### config.mk
export PLATFORM = sky130hd
export DESIGN_NAME = bus_router
export DESIGN_NICKNAME = d
export VERILOG_FILES = /design/src/rtl/bus_router_pkg.sv /design/src/rtl/bus_addr_dec.sv /design/src/rtl/bus_router.sv
export SDC_FILE = /design/constraint.sdc
export NUM_CORES = 1
export LEC_CHECK = 0
export ABC_CLOCK_PERIOD_IN_PS = 6350
export CORE_AREA = 2 2 210 212
export DETAILED_ROUTE_END_ITERATION = 8
export DIE_AREA = 0 0 212 214
export HOLD_SLACK_MARGIN = 0.15
export PLACE_DENSITY = 0.44
export SYNTH_ARGS = -nofsm -noshare
export SYNTH_HDL_FRONTEND = slang
export SYNTH_HIERARCHICAL = 1
export SYNTH_SLANG_ARGS = --single-unit
### constraint.sdc
create_clock -name clk -period 6.35 [get_ports clk]
set_input_delay 0.9525 -clock clk [delete_from_list [all_inputs] [get_ports clk]]
set_output_delay 0.9525 -clock clk [all_outputs]
set_load 0.01 [all_outputs]
### src/rtl/bus_router_pkg.sv
// Shared bus defines (the femto.vh set: widths, memory map, timeout, FSM encodings)
// and the router package with state type and default slave map.
`ifndef BUS_ROUTER_FEMTO_DEFS
`define BUS_ROUTER_FEMTO_DEFS
`define XLEN            32
`define BUS_WIDTH       32
`define BUS_ACC_CNT     3
`define BUS_TIMEOUT_CYC 256
`define ROM_BASE        32'h0000_0000
`define TCM_BASE        32'h1000_0000
`define SRAM_BASE       32'h2000_0000
`define NOR_BASE        32'h3000_0000
`define ROM_SIZE_LOG2   6'd16
`define TCM_SIZE_LOG2   6'd16
`define SRAM_SIZE_LOG2  6'd17
`define NOR_SIZE_LOG2   6'd24
`define BUS_ST_IDLE     1'b0
`define BUS_ST_WAIT     1'b1
`endif

package bus_router_pkg;
  localparam int XLEN            = `XLEN;
  localparam int BUS_WIDTH       = `BUS_WIDTH;
  localparam int ACC_W           = $clog2(`BUS_ACC_CNT);
  localparam int BUS_TIMEOUT_CYC = `BUS_TIMEOUT_CYC;

  typedef enum logic {
    ST_IDLE = `BUS_ST_IDLE,
    ST_WAIT = `BUS_ST_WAIT
  } state_t;

  // Slave 0 sits in the low bits: ROM=0, TCM=1, SRAM=2, NOR=3.
  localparam logic [4*XLEN-1:0] DEF_BASE = {`NOR_BASE, `SRAM_BASE, `TCM_BASE, `ROM_BASE};
  localparam logic [4*6-1:0]    DEF_SPAN = {`NOR_SIZE_LOG2, `SRAM_SIZE_LOG2,
                                            `TCM_SIZE_LOG2, `ROM_SIZE_LOG2};

  function automatic int idx_width(input int n);
    return (n > 1) ? $clog2(n) : 1;
  endfunction
endpackage

### src/rtl/bus_addr_dec.sv
// Combinational slave address decoder: one-hot hit (lowest index wins),
// binary index of the winner and a miss flag.
module bus_addr_dec
  import bus_router_pkg::*;
#(
  parameter int                          SLAVE_CNT  = 4,
  parameter logic [SLAVE_CNT*XLEN-1:0]   SLAVE_BASE = (SLAVE_CNT*XLEN)'(DEF_BASE),
  parameter logic [SLAVE_CNT*6-1:0]      SLAVE_SPAN = (SLAVE_CNT*6)'(DEF_SPAN),
  parameter int                          IW         = idx_width(SLAVE_CNT)
) (
  input  logic [XLEN-1:0]      addr,
  output logic [SLAVE_CNT-1:0] hit,
  output logic [IW-1:0]        idx,
  output logic                 miss
);
  logic [63:0] mask;
  logic        found;

  always_comb begin
    hit   = '0;
    idx   = '0;
    found = 1'b0;
    mask  = '0;
    for (int i = 0; i < SLAVE_CNT; i++) begin
      mask = ~((64'd1 << SLAVE_SPAN[i*6 +: 6]) - 64'd1);
      if (!found && ((addr & mask[XLEN-1:0]) == SLAVE_BASE[i*XLEN +: XLEN])) begin
        hit[i] = 1'b1;
        idx    = IW'(i);
        found  = 1'b1;
      end
    end
    miss = !found;
  end
endmodule

### src/rtl/bus_router.sv
// Single-master to multi-slave bus router with zero-latency request issue.
// Optional WAIT timeout fault is enabled by defining BUS_ROUTER_TIMEOUT_EN.
module bus_router
  import bus_router_pkg::*;
#(
  parameter int                        SLAVE_CNT   = 4,
  parameter logic [SLAVE_CNT*XLEN-1:0] SLAVE_BASE  = (SLAVE_CNT*XLEN)'(DEF_BASE),
  parameter logic [SLAVE_CNT*6-1:0]    SLAVE_SPAN  = (SLAVE_CNT*6)'(DEF_SPAN),
  parameter int                        TIMEOUT_CYC = BUS_TIMEOUT_CYC
) (
  input  logic                           clk,
  input  logic                           rst,
  input  logic                           m_req,
  input  logic [XLEN-1:0]                m_addr,
  input  logic                           m_w_rb,
  input  logic [ACC_W-1:0]               m_acc,
  input  logic [BUS_WIDTH-1:0]           m_wdata,
  output logic                           m_resp,
  output logic [BUS_WIDTH-1:0]           m_rdata,
  output logic [SLAVE_CNT-1:0]           s_req,
  output logic [SLAVE_CNT*XLEN-1:0]      s_addr,
  output logic [SLAVE_CNT-1:0]           s_w_rb,
  output logic [SLAVE_CNT*ACC_W-1:0]     s_acc,
  output logic [SLAVE_CNT*BUS_WIDTH-1:0] s_wdata,
  input  logic [SLAVE_CNT-1:0]           s_resp,
  input  logic [SLAVE_CNT*BUS_WIDTH-1:0] s_rdata,
  output logic                           bus_fault,
  output logic [XLEN-1:0]                bus_fault_addr,
  output logic                           bus_fault_tmo,
  input  logic                           bus_halt
);
  localparam int IW = idx_width(SLAVE_CNT);

  state_t               state, state_n;
  logic [IW-1:0]        sel_q, dec_idx;
  logic [XLEN-1:0]      addr_q;
  logic [BUS_WIDTH-1:0] rdata_q, rdata_n;
  logic [SLAVE_CNT-1:0] dec_hit;
  logic                 dec_miss;
  logic                 wait_resp, slot, start, new_resp, resp_hon, dec_fault, tmo_fault;

  bus_addr_dec #(
    .SLAVE_CNT  (SLAVE_CNT),
    .SLAVE_BASE (SLAVE_BASE),
    .SLAVE_SPAN (SLAVE_SPAN),
    .IW         (IW)
  ) u_dec (
    .addr (m_addr),
    .hit  (dec_hit),
    .idx  (dec_idx),
    .miss (dec_miss)
  );

  // A new request may be taken in IDLE or in the cycle the latched slave answers.
  assign wait_resp = (state == ST_WAIT) && s_resp[sel_q];
  assign slot      = (state == ST_IDLE) || wait_resp;
  assign start     = slot && m_req && !dec_miss && !bus_halt;
  assign new_resp  = start && s_resp[dec_idx];
  assign dec_fault = slot && m_req && dec_miss;
  assign resp_hon  = (wait_resp && !bus_halt) || new_resp;

`ifdef BUS_ROUTER_TIMEOUT_EN
  logic [15:0] tmo_cnt;

  always_ff @(posedge clk) begin
    if (rst)                    tmo_cnt <= '0;
    else if (slot)              tmo_cnt <= '0;
    else if (state == ST_WAIT)  tmo_cnt <= tmo_cnt + 16'd1;
  end

  assign tmo_fault = (state == ST_WAIT) && !s_resp[sel_q] &&
                     (tmo_cnt == 16'(TIMEOUT_CYC - 1));
`else
  assign tmo_fault = 1'b0;
`endif

  always_comb begin
    state_n = state;
    rdata_n = rdata_q;
    if (slot)           state_n = (start && !new_resp) ? ST_WAIT : ST_IDLE;
    else if (tmo_fault) state_n = ST_IDLE;
    if (wait_resp && !bus_halt) rdata_n = s_rdata[sel_q*BUS_WIDTH +: BUS_WIDTH];
    else if (new_resp)          rdata_n = s_rdata[dec_idx*BUS_WIDTH +: BUS_WIDTH];
  end

  always_ff @(posedge clk) begin
    if (rst) begin
      state   <= ST_IDLE;
      sel_q   <= '0;
      addr_q  <= '0;
      rdata_q <= '0;
    end else begin
      state   <= state_n;
      rdata_q <= rdata_n;
      if (start) begin
        sel_q  <= dec_idx;
        addr_q <= m_addr;
      end
    end
  end

  assign m_resp         = resp_hon && !rst;
  assign m_rdata        = rst ? '0 : rdata_n;
  assign s_req          = (start && !rst) ? dec_hit : '0;
  assign s_addr         = {SLAVE_CNT{m_addr}};
  assign s_w_rb         = {SLAVE_CNT{m_w_rb}};
  assign s_acc          = {SLAVE_CNT{m_acc}};
  assign s_wdata        = {SLAVE_CNT{m_wdata}};
  assign bus_fault      = (dec_fault || tmo_fault) && !rst;
  assign bus_fault_tmo  = tmo_fault && !rst;
  assign bus_fault_addr = rst       ? '0     :
                          tmo_fault ? addr_q :
                          dec_fault ? m_addr : '0;
endmodule

---- Yosys cells after proc, flatten, opt, wreduce, memory -nomap -nowiden ----
Cells that the tools add are included.
word-level totals
  bits in registers ....................... 35
  input port bits ......................... 203
  logic and storage cells ................. 56
cells by class
  order comparisons ....................... 2
  equality and inequality tests ........... 3
  shift operators ......................... 2
  multiplexer cells ....................... 21
  bitwise logic cells ..................... 1
  reductions and logical operators ........ 24
operators by type and width
  kind                                                        count
  indexed part select 128 x 8 -> 32 bit                       2
  2-to-1 mux 32 bit                                           5
  logical NOT 32 bit                                          1
  equality test 16 x 13 -> 1 bit, second input constant       1
  equality test 15 x 13 -> 1 bit, second input constant       1
  logical AND 1 bit                                           14
  2-to-1 mux 1 bit                                            11
  equality test 8 x 6 -> 1 bit, second input constant         1
  logical NOT 1 bit                                           7
  less-than comparator 2 x 3 -> 1 bit, second input constant  2
  binary-select mux 1 bit (select 2 bit)                      2
  2-to-1 mux 2 bit                                            2
  2-to-1 mux 4 bit                                            1
  logical OR 1 bit                                            2
  NOT 1 bit                                                   1

---- Depth between registers and ports, before layout ----
Gate-level depths: netlist of run 1.
  depth in word-level cells ............... 17
  mapped depth ............................ 9
  mapped depth without buffers ............ 7

---- Cells and area by module ----
Netlist of run 1, hierarchy kept.
by module, submodules not included
  module        times used  cells each  area an instance (µm²)  seq. area each (µm²)
  bus_router    1           643         5,994.5                 700.7
  bus_addr_dec  1           18          137.6                   0.0

---- Least setup slack after synthesis of run 1 ----
OpenSTA, ideal clock, no wires.
  kind .................................... input-to-output
  start ................................... input port m_addr[20]
  end ..................................... output port m_rdata[15]
  arrival ................................. 2.948 ns
  setup slack ............................. 2.449 ns
  stages .................................. 8
  buffers on the path ..................... 2
  cell sequence ........................... nor4_4 -> nand3b_2 -> o22a_1 -> or2_2 -> clkbuf_1 -> clkbuf_1 -> o31a_1 -> a211oi_2
between the ends
  longest elaborated chain between the ends .. 17
  elaborated cells on any way between the ends .. 25
  classes of those cells .................. eq/ne (2); shift (1); mux (12); reduce/logical (10)
RTL lines
  what                                                                            line              source
  from (decl)                                                                     bus_router.sv:14  input logic [XLEN-1:0] m_addr,
  branches (longest 14 deep; another with indexed part select 128 x 8 -> 32 bit)  n/a
  2-to-1 mux 32 bit *                                                             bus_router.sv:83  else if (new_resp) rdata_n = s_rdata[dec_idx*BUS_WIDTH +: BUS_WIDTH];
  2-to-1 mux 32 bit *                                                             bus_router.sv:82  if (wait_resp && !bus_halt) rdata_n = s_rdata[sel_q*BUS_WIDTH +: BUS_WIDTH];
  2-to-1 mux 32 bit *                                                             n/a
  to (decl)                                                                       bus_router.sv:19  output logic [BUS_WIDTH-1:0] m_rdata,
Every way passes the cells marked *. The select of a mux whose other input is x is not followed.

---- Worst setup path after layout of run 1 ----
  start ................................... input port m_addr[20]
  end ..................................... output port m_rdata[1]
Same word-level chain as after synthesis.

==> results of run 1 <==
## flip-flops by register name, indices dropped and copies added (netlist names)
signal   count
state        1
sel_q        2
rdata_q     32
## power breakdown
group	internal (mW)	switching, mW	total (mW)
clock	0.146	0.116	0.262
sequential	0.219	0.0000300	0.219
combinational	0.214	0.137	0.351
total	0.579	0.253	0.832
## cells by family after synthesis
logic type | after synthesis
compound gates | 108
buf+inv | 321
flops | 35
mux | 71
other cells | 1
simple gates | 125
## synth_stat cells (4+ instances only)
| cell type | count | area [um^2] |
|---|---|---|
| sky130_fd_sc_hd__buf_2 | 15 | 75.07 |
| sky130_fd_sc_hd__nand3_1 | 5 | 25.02 |
| sky130_fd_sc_hd__nand2_1 | 36 | 135.1 |
| sky130_fd_sc_hd__a21oi_1 | 5 | 25.02 |
| sky130_fd_sc_hd__buf_4 | 278 | 2087 |
| sky130_fd_sc_hd__clkbuf_1 | 21 | 78.83 |
| sky130_fd_sc_hd__a211oi_2 | 18 | 225.2 |
| sky130_fd_sc_hd__and2_1 | 32 | 200.2 |
| sky130_fd_sc_hd__o31ai_1 | 32 | 240.2 |
| sky130_fd_sc_hd__buf_6 | 4 | 45.04 |
| sky130_fd_sc_hd__nor3b_1 | 4 | 30.03 |
| sky130_fd_sc_hd__o31a_1 | 32 | 280.3 |
| sky130_fd_sc_hd__mux4_2 | 66 | 1486 |
| sky130_fd_sc_hd__nor2_1 | 37 | 138.9 |
| sky130_fd_sc_hd__dfxtp_1 | 35 | 700.7 |
| sky130_fd_sc_hd__a211oi_1 | 14 | 105.1 |
## layout by cell type, fill, tap and decap left out, types with 5 or more instances in the layout
cell type and count:
sky130_fd_sc_hd__clkdlybuf4s50_1 364, sky130_fd_sc_hd__mux4_2 66, sky130_fd_sc_hd__nand2_1 36, sky130_fd_sc_hd__nor2_1 36
sky130_fd_sc_hd__dfxtp_1 33, sky130_fd_sc_hd__o31ai_1 32, sky130_fd_sc_hd__o31a_1 32, sky130_fd_sc_hd__and2_1 32
sky130_fd_sc_hd__a211oi_2 18, sky130_fd_sc_hd__a211oi_1 14, sky130_fd_sc_hd__buf_4 12, sky130_fd_sc_hd__nand3_1 5
sky130_fd_sc_hd__clkbuf_16 5
## path summary, 6_finish.rpt
| path | from | to | cells past startpoint |
|---|---|---|---|
| setup / recovery | m_addr[20] | m_rdata[1] | 9 |
| hold / removal | rdata_q[0]$_DFF_P_ | rdata_q[0]$_DFF_P_ | 2 |
| setup reg to reg | sel_q[1]$_SDFFE_PP0P_ | rdata_q[8]$_DFF_P_ | 6 |
| hold reg to reg | rdata_q[0]$_DFF_P_ | rdata_q[0]$_DFF_P_ | 2 |
## routing by layer
metal	vias to the layer above	share of wire [%]
li1	2246	-
met1	2375	41
met2	255	49
met3	47	7.0
met4	0	2.4
met5	-	0
## worst max-delay path: cells and delay by family
kind,cells,cell delay [ps]
AND/OR/NAND/NOR,3,1110
AO/OA/AOI/OAI,3,930
buffers and inverters,3,1450
## layout make-up
cell class | count | share of cell area, %
Clock inverter | 1 | 0.05856
Tap cell | 585 | 8.564
Multi-Input combinational cell | 305 | 37.08
Timing Repair Buffer | 380 | 44.44
Sequential cell | 35 | 8.256
Inverter | 1 | 0.04392
Clock buffer | 7 | 1.552
==> results.md, run 1 <==
Run status:
- The flow ran to the end, and the final reports show no timing, DRC or antenna violations.

Routing:
- The length of the first detailed-routing pass in iterations is 4.
- Once detail routing completed, the nets flagged for antenna violations numbered 0.
- In the routed layout, each cell is associated on average with a via count of 3.747.
- Summed over all layers, the routed wires come to 24270 um.
- The number of DRC markers in iteration 0 is 148.
- The routed wirelength normalized by instance count is 18.47 um.
- The via total after detailed routing is 4923.
- The post-detailed-route DRC marker count is 0.

Global route:
- The first global-routing pass estimated 34780 um of wire.
- The remaining global-route overflow is 0.
- Global routing used 10.29% of the available tracks across all layers.
- For met2 alone, demand over resource in global routing was 17.99%.
- The global routing stage identified its most utilized layer as met2.
- The met3 demand-to-capacity share in global routing is 2.800%.
- The via count of the first global-routing pass is 5116.
- Global routing used 12.25% of the available met1 tracks.
- The pin count of the biggest net entering global routing is 67.
- The initial antenna violation count is 0.

Die:
- The horizontal die dimension is 212 um.
- The full die area is 45370 um^2.
- The die is 214 um tall.
- The total area inside the core boundary comes to 42890 um^2.
- Once the floorplan was initialized, standard cells occupied 14.30% of the core.
- The total number of placement rows is 76.
- The number of placed I/O pins is 542.

Layout:
- The final layout net count is 931.
- The total area of multi-input combinational cells is 3169 um^2.
- The total non-filler cell area in the finished layout is 8547 um^2.
- Measured on the finished design, the core utilization comes to 19.93%.
- The filler cell count is 4687.
- Once layout is complete, the cells apart from fillers number 1314.
- Relative to the synthesized area, the layout overhead comes to 39.38%.
- The area taken by flip-flops and latches is 705.7 um^2.
- The fraction of final layout cells sized beyond drive strength 1 is 16.74%.
- The number of antenna diodes in the final layout is 0.

Setup path:
- The signal on the critical path passes through clkdlybuf4s50_1 > nor4_4 > nand3b_2 > o22a_1 > or2_2 > buf_4 > o31a_1 > a211oi_1 > clkdlybuf4s50_1.
- The cell repeated most along the worst path is sky130_fd_sc_hd__clkdlybuf4s50_1.
- The largest individual stage delay along the critical path comes from the cell sky130_fd_sc_hd__clkdlybuf4s50_1.
- The stage delay of the slowest cell on the critical path is 610 ps.
- At the worst endpoint, the required time is 5400 ps.
- Across all register-to-register paths, the minimum setup slack is 3510 ps.
- STA classifies the critical path startpoint as an input port.
- The signal arrival time at the worst endpoint is 4470 ps.
- The top fanout value on the critical path is 22.
- The worst setup path is of the input port to output pin kind.
- The kind of capture point of the worst setup path is an output pin.

Logic synthesis:
- The multiplexer area fraction after synthesis is 25.24%.
- Sequential elements use 11.43% of the synthesized area.
- The dominant combinational cell family by area after synthesis is buffers and inverters.
- The synthesized netlist occupies a cell area of 6132 um^2.
- The share of the synthesized area in compound gates (AO/OA/AOI/OAI) is 15.22%.
- After synthesis, the mean cell area works out to 9.277 um^2.
- In this run, synthesis produced a sequential element count of 35.
- The synthesized netlist devotes 0% of its cell area to adder and majority cells.
- The count of cell types in the netlist is 38.
- The net count after synthesis is 864.
- The most used flip-flop cell after synthesis is sky130_fd_sc_hd__dfxtp_1.
- The number of warnings printed during yosys synthesis is 6.
- In this run, synthesis inferred 0 flip-flops with an integrated enable.
- Summing the areas of all xor and xnor instances in the mapped netlist gives 0% of the synthesized area.
- The fraction of registers with async set or reset after synthesis is 0%.
- Of the total synthesized cell area, the portion taken by AND, OR, NAND and NOR gates is 10.57%.
- Counting every instance in the synthesized netlist gives 661.

Clock network:
- After clock tree synthesis, the flow added hold-fix buffers numbering 0.
- TritonCTS built the clock tree.
- The post-CTS setup buffer count is 0.
- After clock tree synthesis, the clock-pin slew on the worst setup and hold paths is 60 ps.
- For the worst-skew pair, the clock arrives at the later sink with an insertion delay of 290 ps.
- Clock tree synthesis inserted a total of 5 buffers.
- The number of buffers on the longest clock path is 2.
- The clock tree root buffer cell is sky130_fd_sc_hd__clkbuf_16.
- The number of gates given a new drive strength after cts is 0.
- The H-tree was split into 2 levels.
- The clock net in this run drives a total of 35 sinks.

Placement:
- The post-placement cell area is 8409 um^2.
- OpenSTA, run right after detailed placement, puts the worst setup slack at 875.5 ps.
- The quantity of I/O buffers inserted on ports is 365.
- Detailed placement ended at an HPWL of 19160 um.
- In this run, placement finished with an instance count of 1306.
- The weighted congestion at the end of routability-driven global placement is 0.7175.

Pwr:
- The static leakage is 2.593 nW.
- The total power is 0.8324 mW.
- The maximum resistive drop on vdd is 73.09 uV.
- For this design the ratio of total power to cell area is 97.39 nW/um^2.

Timing:
- The count of endpoints failing hold in the final timing report is 0.
- Setup repair after global routing left no endpoint under its margin.
- The relative slew slack is 44.18%.
- The worst path needs 5420 ps of the cycle, external delays included.
- Derived from the worst setup path, the maximum achievable clock frequency is 184.5 MHz.
- Final hold analysis gives a worst-case slack of 477.0 ps.
- The final critical path takes up 85.35% of the cycle.
- The largest clock skew in the final design is 3.453 ps.
- The post-layout worst setup margin is 930.1 ps.
- At the pin with the least slew margin, the transition time is 837.3 ps.
- The final count of pins violating max slew was 0.
- For the final routed database, the setup TNS stands at 0 ps.
- Setup violations remaining at the end of the flow were counted as 0.

Worst hold path:
- The tightest min-delay check is of the register to register type.

Flow run:
- Across the run, the number of max-cap violations was 0.
No activity file was read; power rests on OpenSTA's default activity.
==> run 2, diff against run 1 <==
--- a/config.mk
+++ b/config.mk
@@ -6,11 +6,13 @@
 export NUM_CORES = 1
 export LEC_CHECK = 0
 export ABC_CLOCK_PERIOD_IN_PS = 6350
+export CAP_MARGIN = 15
 export CORE_AREA = 2 2 210 212
 export DETAILED_ROUTE_END_ITERATION = 8
 export DIE_AREA = 0 0 212 214
 export HOLD_SLACK_MARGIN = 0.15
 export PLACE_DENSITY = 0.44
+export RECOVER_POWER = 100
 export SYNTH_ARGS = -nofsm -noshare
 export SYNTH_HDL_FRONTEND = slang
 export SYNTH_HIERARCHICAL = 1
==> run 2 against run 1 <==
  * Clock skew is essentially flat
  * Critical path depth grew 1
  * First-iteration DRC count shrank 4.7%
  * Core utilization shrank 0.16 points
  * Power shrank 2.5%
  * Sequential share of layout area grew 0.067 points
  * Design area shrank 0.81%
  * Clock power is essentially flat
  * Worst setup slack lost 250 ps
  * Worst hold slack lost 2.0 ps
  * Maximum frequency shrank 4.4%
  * Critical path type unchanged
==> results.md, run 2 (synthesized netlist as in run 1, its figures left out) <==
Setup path:
- STA puts the critical path data arrival time at 4720 ps.
- The setup slack of the worst register-to-register path is 3550 ps.
- The critical path ends at m_rdata[2].
- The top fanout value on the critical path is 9.
- The type of the worst setup path is input port to output pin.
- The kind of capture point of the worst setup path is an output pin.
- The kind of launch point of the worst setup path is an input port.
- The required time of the critical path is 5400 ps.
- In this run the critical register-to-register path is captured at rdata_q[8]$_DFF_P_.
- In this run the critical register-to-register path is launched from sel_q[1]$_SDFFE_PP0P_.
- Tracing the worst setup path back leads to its startpoint at m_addr[20].
- The number of cells traversed by the worst register-to-register path is 6.

Routing:
- The detail route stage leaves a number of antenna-violating nets equal to 0.
- The length of the first detailed-routing pass in iterations is 4.
- The wire length reported by the detailed router is 24230 um.
- The post-detailed-route DRC marker count is 0.
- The routed wirelength normalized by instance count is 18.44 um.
- After the first detailed-routing iteration, the DRC count stood at 141.
- The ratio of routed vias to standard cells is 3.753.
- The routed layout has 4931 vias.

Clock network:
- The clock-pin transition on the worst setup and hold timing paths is 60 ps.
- The clock tree root buffer cell is sky130_fd_sc_hd__clkbuf_16.
- The post-CTS setup buffer count is 0.
- Once the clock tree was built, the resizer swapped 0 gates to a different size.
- The number of buffers inserted for hold repair after clock tree synthesis is 0.
- TritonCTS built the clock tree.
- For this design, the sink count on the clock tree is 35.
- The number of H-tree branching levels is 2.
- The later pin in the worst-skew pair is clocked with a latency of 290 ps.
- The number of buffers on the longest clock path is 2.
- TritonCTS created 5 clock buffers.

Global route:
- The total global-route track usage is 10.29%.
- Entering global routing, the biggest net connects 67 pins.
- The initial antenna violation count is 0.
- The via count of the first global-routing pass is 5116.
- The wire length of the first global-routing pass is 34780 um.
- The remaining global-route overflow is 0.

Layout:
- The layout overhead on the synthesized area is 38.26%.
- Leaving out fill and tap cells, the most frequent cells in the layout are sky130_fd_sc_hd__clkdlybuf4s50_1 (190), sky130_fd_sc_hd__dlygate4sd3_1 (174), sky130_fd_sc_hd__mux4_2 (66).
- The final antenna diode count is 0.
- The total non-filler cell area in the finished layout is 8478 um^2.
- The most flop-heavy register is rdata_q.
- In the final layout, the registers with the most flip-flops are rdata_q: 32 flops, sel_q: 2 flops, state: 1 flops.
- Cells with a size suffix above 1 make up 14.81% of the layout.
- The final layout net count is 931.
- The register with the most flip-flops in the layout has 32 of them.
- The most common cell after layout, fill and taps aside is sky130_fd_sc_hd__clkdlybuf4s50_1.

Timing:
- The final count of pins violating max slew was 0.
- The minimum clock period is 5671 ps.
- The final cycle utilization of the critical path is 89.30%.
- The post-layout worst setup margin is 679.1 ps.
- The aggregate negative setup slack is 0 ps.
- Setup repair after global routing left no endpoint under its margin.
- Across the routed clock network, the largest skew measured is 3.438 ps.
- The transition at the pin with the smallest max-transition slack is 965.0 ps.
- The count of endpoints failing hold in the final timing report is 0.
- Setup violations remaining at the end of the flow were counted as 0.
- The worst pin sits at a relative slew slack of 35.39%.
- For this run, the top clock speed supported by timing is 176.3 MHz.

Pwr:
- The design draws 0.8118 mW.
- Of the total power, the share spent switching nets is 30.87%.
- The clock network accounts for 32.2% of the total power.
- Sequential cells account for 27.0% of the total power.
- The net switching power is 0.2506 mW.
- The internal power summed over all cells is 0.5612 mW.
- Of the total power, combinational logic draws 40.8%.
- The maximum resistive drop on vdd is 73.25 uV.
- Dividing total power by cell area gives a power density of 95.76 nW/um^2.
- The static leakage is 2.744 nW.

Run status:
- The run finished with clean final reports.

Die:
- The die is 214 um tall.
- The starting density of the core is 14.30%.
- The total number of placement rows is 76.
- The floorplan step defined a die boundary enclosing 45370 um^2.
- The core area is 42890 um^2.
- Pin placement for this block handled 542 I/O pins.
- In this run the horizontal extent of the chip is 212 um.

Placement:
- The post-placement cell area is 8409 um^2.
- The quantity of I/O buffers inserted on ports is 365.
- The half-perimeter wire length after placement is 19160 um.
- The congestion estimate from routability-driven global placement came to 0.7175.
- The post-placement setup slack is 875.5 ps.

Flow run:
- The number of maximum-capacitance constraint violations is 0.

Worst hold path:
- Counting instances, the worst hold path has a depth of 2.
- The worst min-delay path category is register to register.
- In this run the most critical hold path is launched from rdata_q[9]$_DFF_P_.
run 2: cell count changes in the layout (fill, tap and decap cells not counted), sizes merged:
cell,previous run,this run
buf,16,14
clkdlybuf4s50,364,190
clkbuf,7,9
dlygate4sd3,0,174
run 2: through the flow:
stage                     utilization (%)  hold slack (ps)  instances
after detailed placement            19.61            469.3       1306
after global routing                19.77            500.3       1314
after CTS                           19.93            482.6       1314
after floorplan                         -            492.7        661
final                               19.77            475.0       1314
after global placement              19.61            465.6       1306
run 2: worst min-delay path by stage:
stage	end	slack, ps
6_report	rdata_q[9]$_DFF_P_	470
5_1_grt	rdata_q[11]$_DFF_P_	500
4_1_cts	rdata_q[9]$_DFF_P_	480
3_5_place_dp	rdata_q[9]$_DFF_P_	470
3_3_place_gp	rdata_q[1]$_DFF_P_	470
2_1_floorplan	rdata_q[13]$_DFF_P_	490
run 2: power by group through the flow:
stage	combinational (mW)	sequential, mW	clock (mW)
3_3_place_gp	0.355	0.224	0
6_report	0.331	0.219	0.262
3_5_place_dp	0.356	0.224	0
4_1_cts	0.357	0.219	0.285
2_1_floorplan	0.250	0.225	0
5_1_grt	0.354	0.219	0.286
run 2: layer usage:
metal  global-route usage, %  vias to the layer above  wire [um]
met2                   17.99                      262      11960
met3                   2.800                       47       1702
met1                   12.25                     2375       9977
met4                   2.887                        0        592
li1                        -                     2247          -
met5                       0                        -          0
run 2: cell type report:
cell class / instances / area (um^2)
Clock buffer: 7 / 132.6
Clock inverter: 1 / 5.005
Fill cell: 4699 / 34410
Inverter: 1 / 3.754
Multi-Input combinational cell: 305 / 3108
Sequential cell: 35 / 705.7
Tap cell: 585 / 732.0
Timing Repair Buffer: 380 / 3791
run 2: worst max-delay path, stage by stage:
cell	delay, ps
sky130_fd_sc_hd__dlygate4sd3_1	640
sky130_fd_sc_hd__nor4_4	370
sky130_fd_sc_hd__nand3b_2	200
sky130_fd_sc_hd__a21oi_4	300
sky130_fd_sc_hd__mux2i_1	210
sky130_fd_sc_hd__mux2_1	490
sky130_fd_sc_hd__clkbuf_1	440
sky130_fd_sc_hd__o31ai_1	150
sky130_fd_sc_hd__a211oi_1	270
sky130_fd_sc_hd__dlygate4sd3_1	680
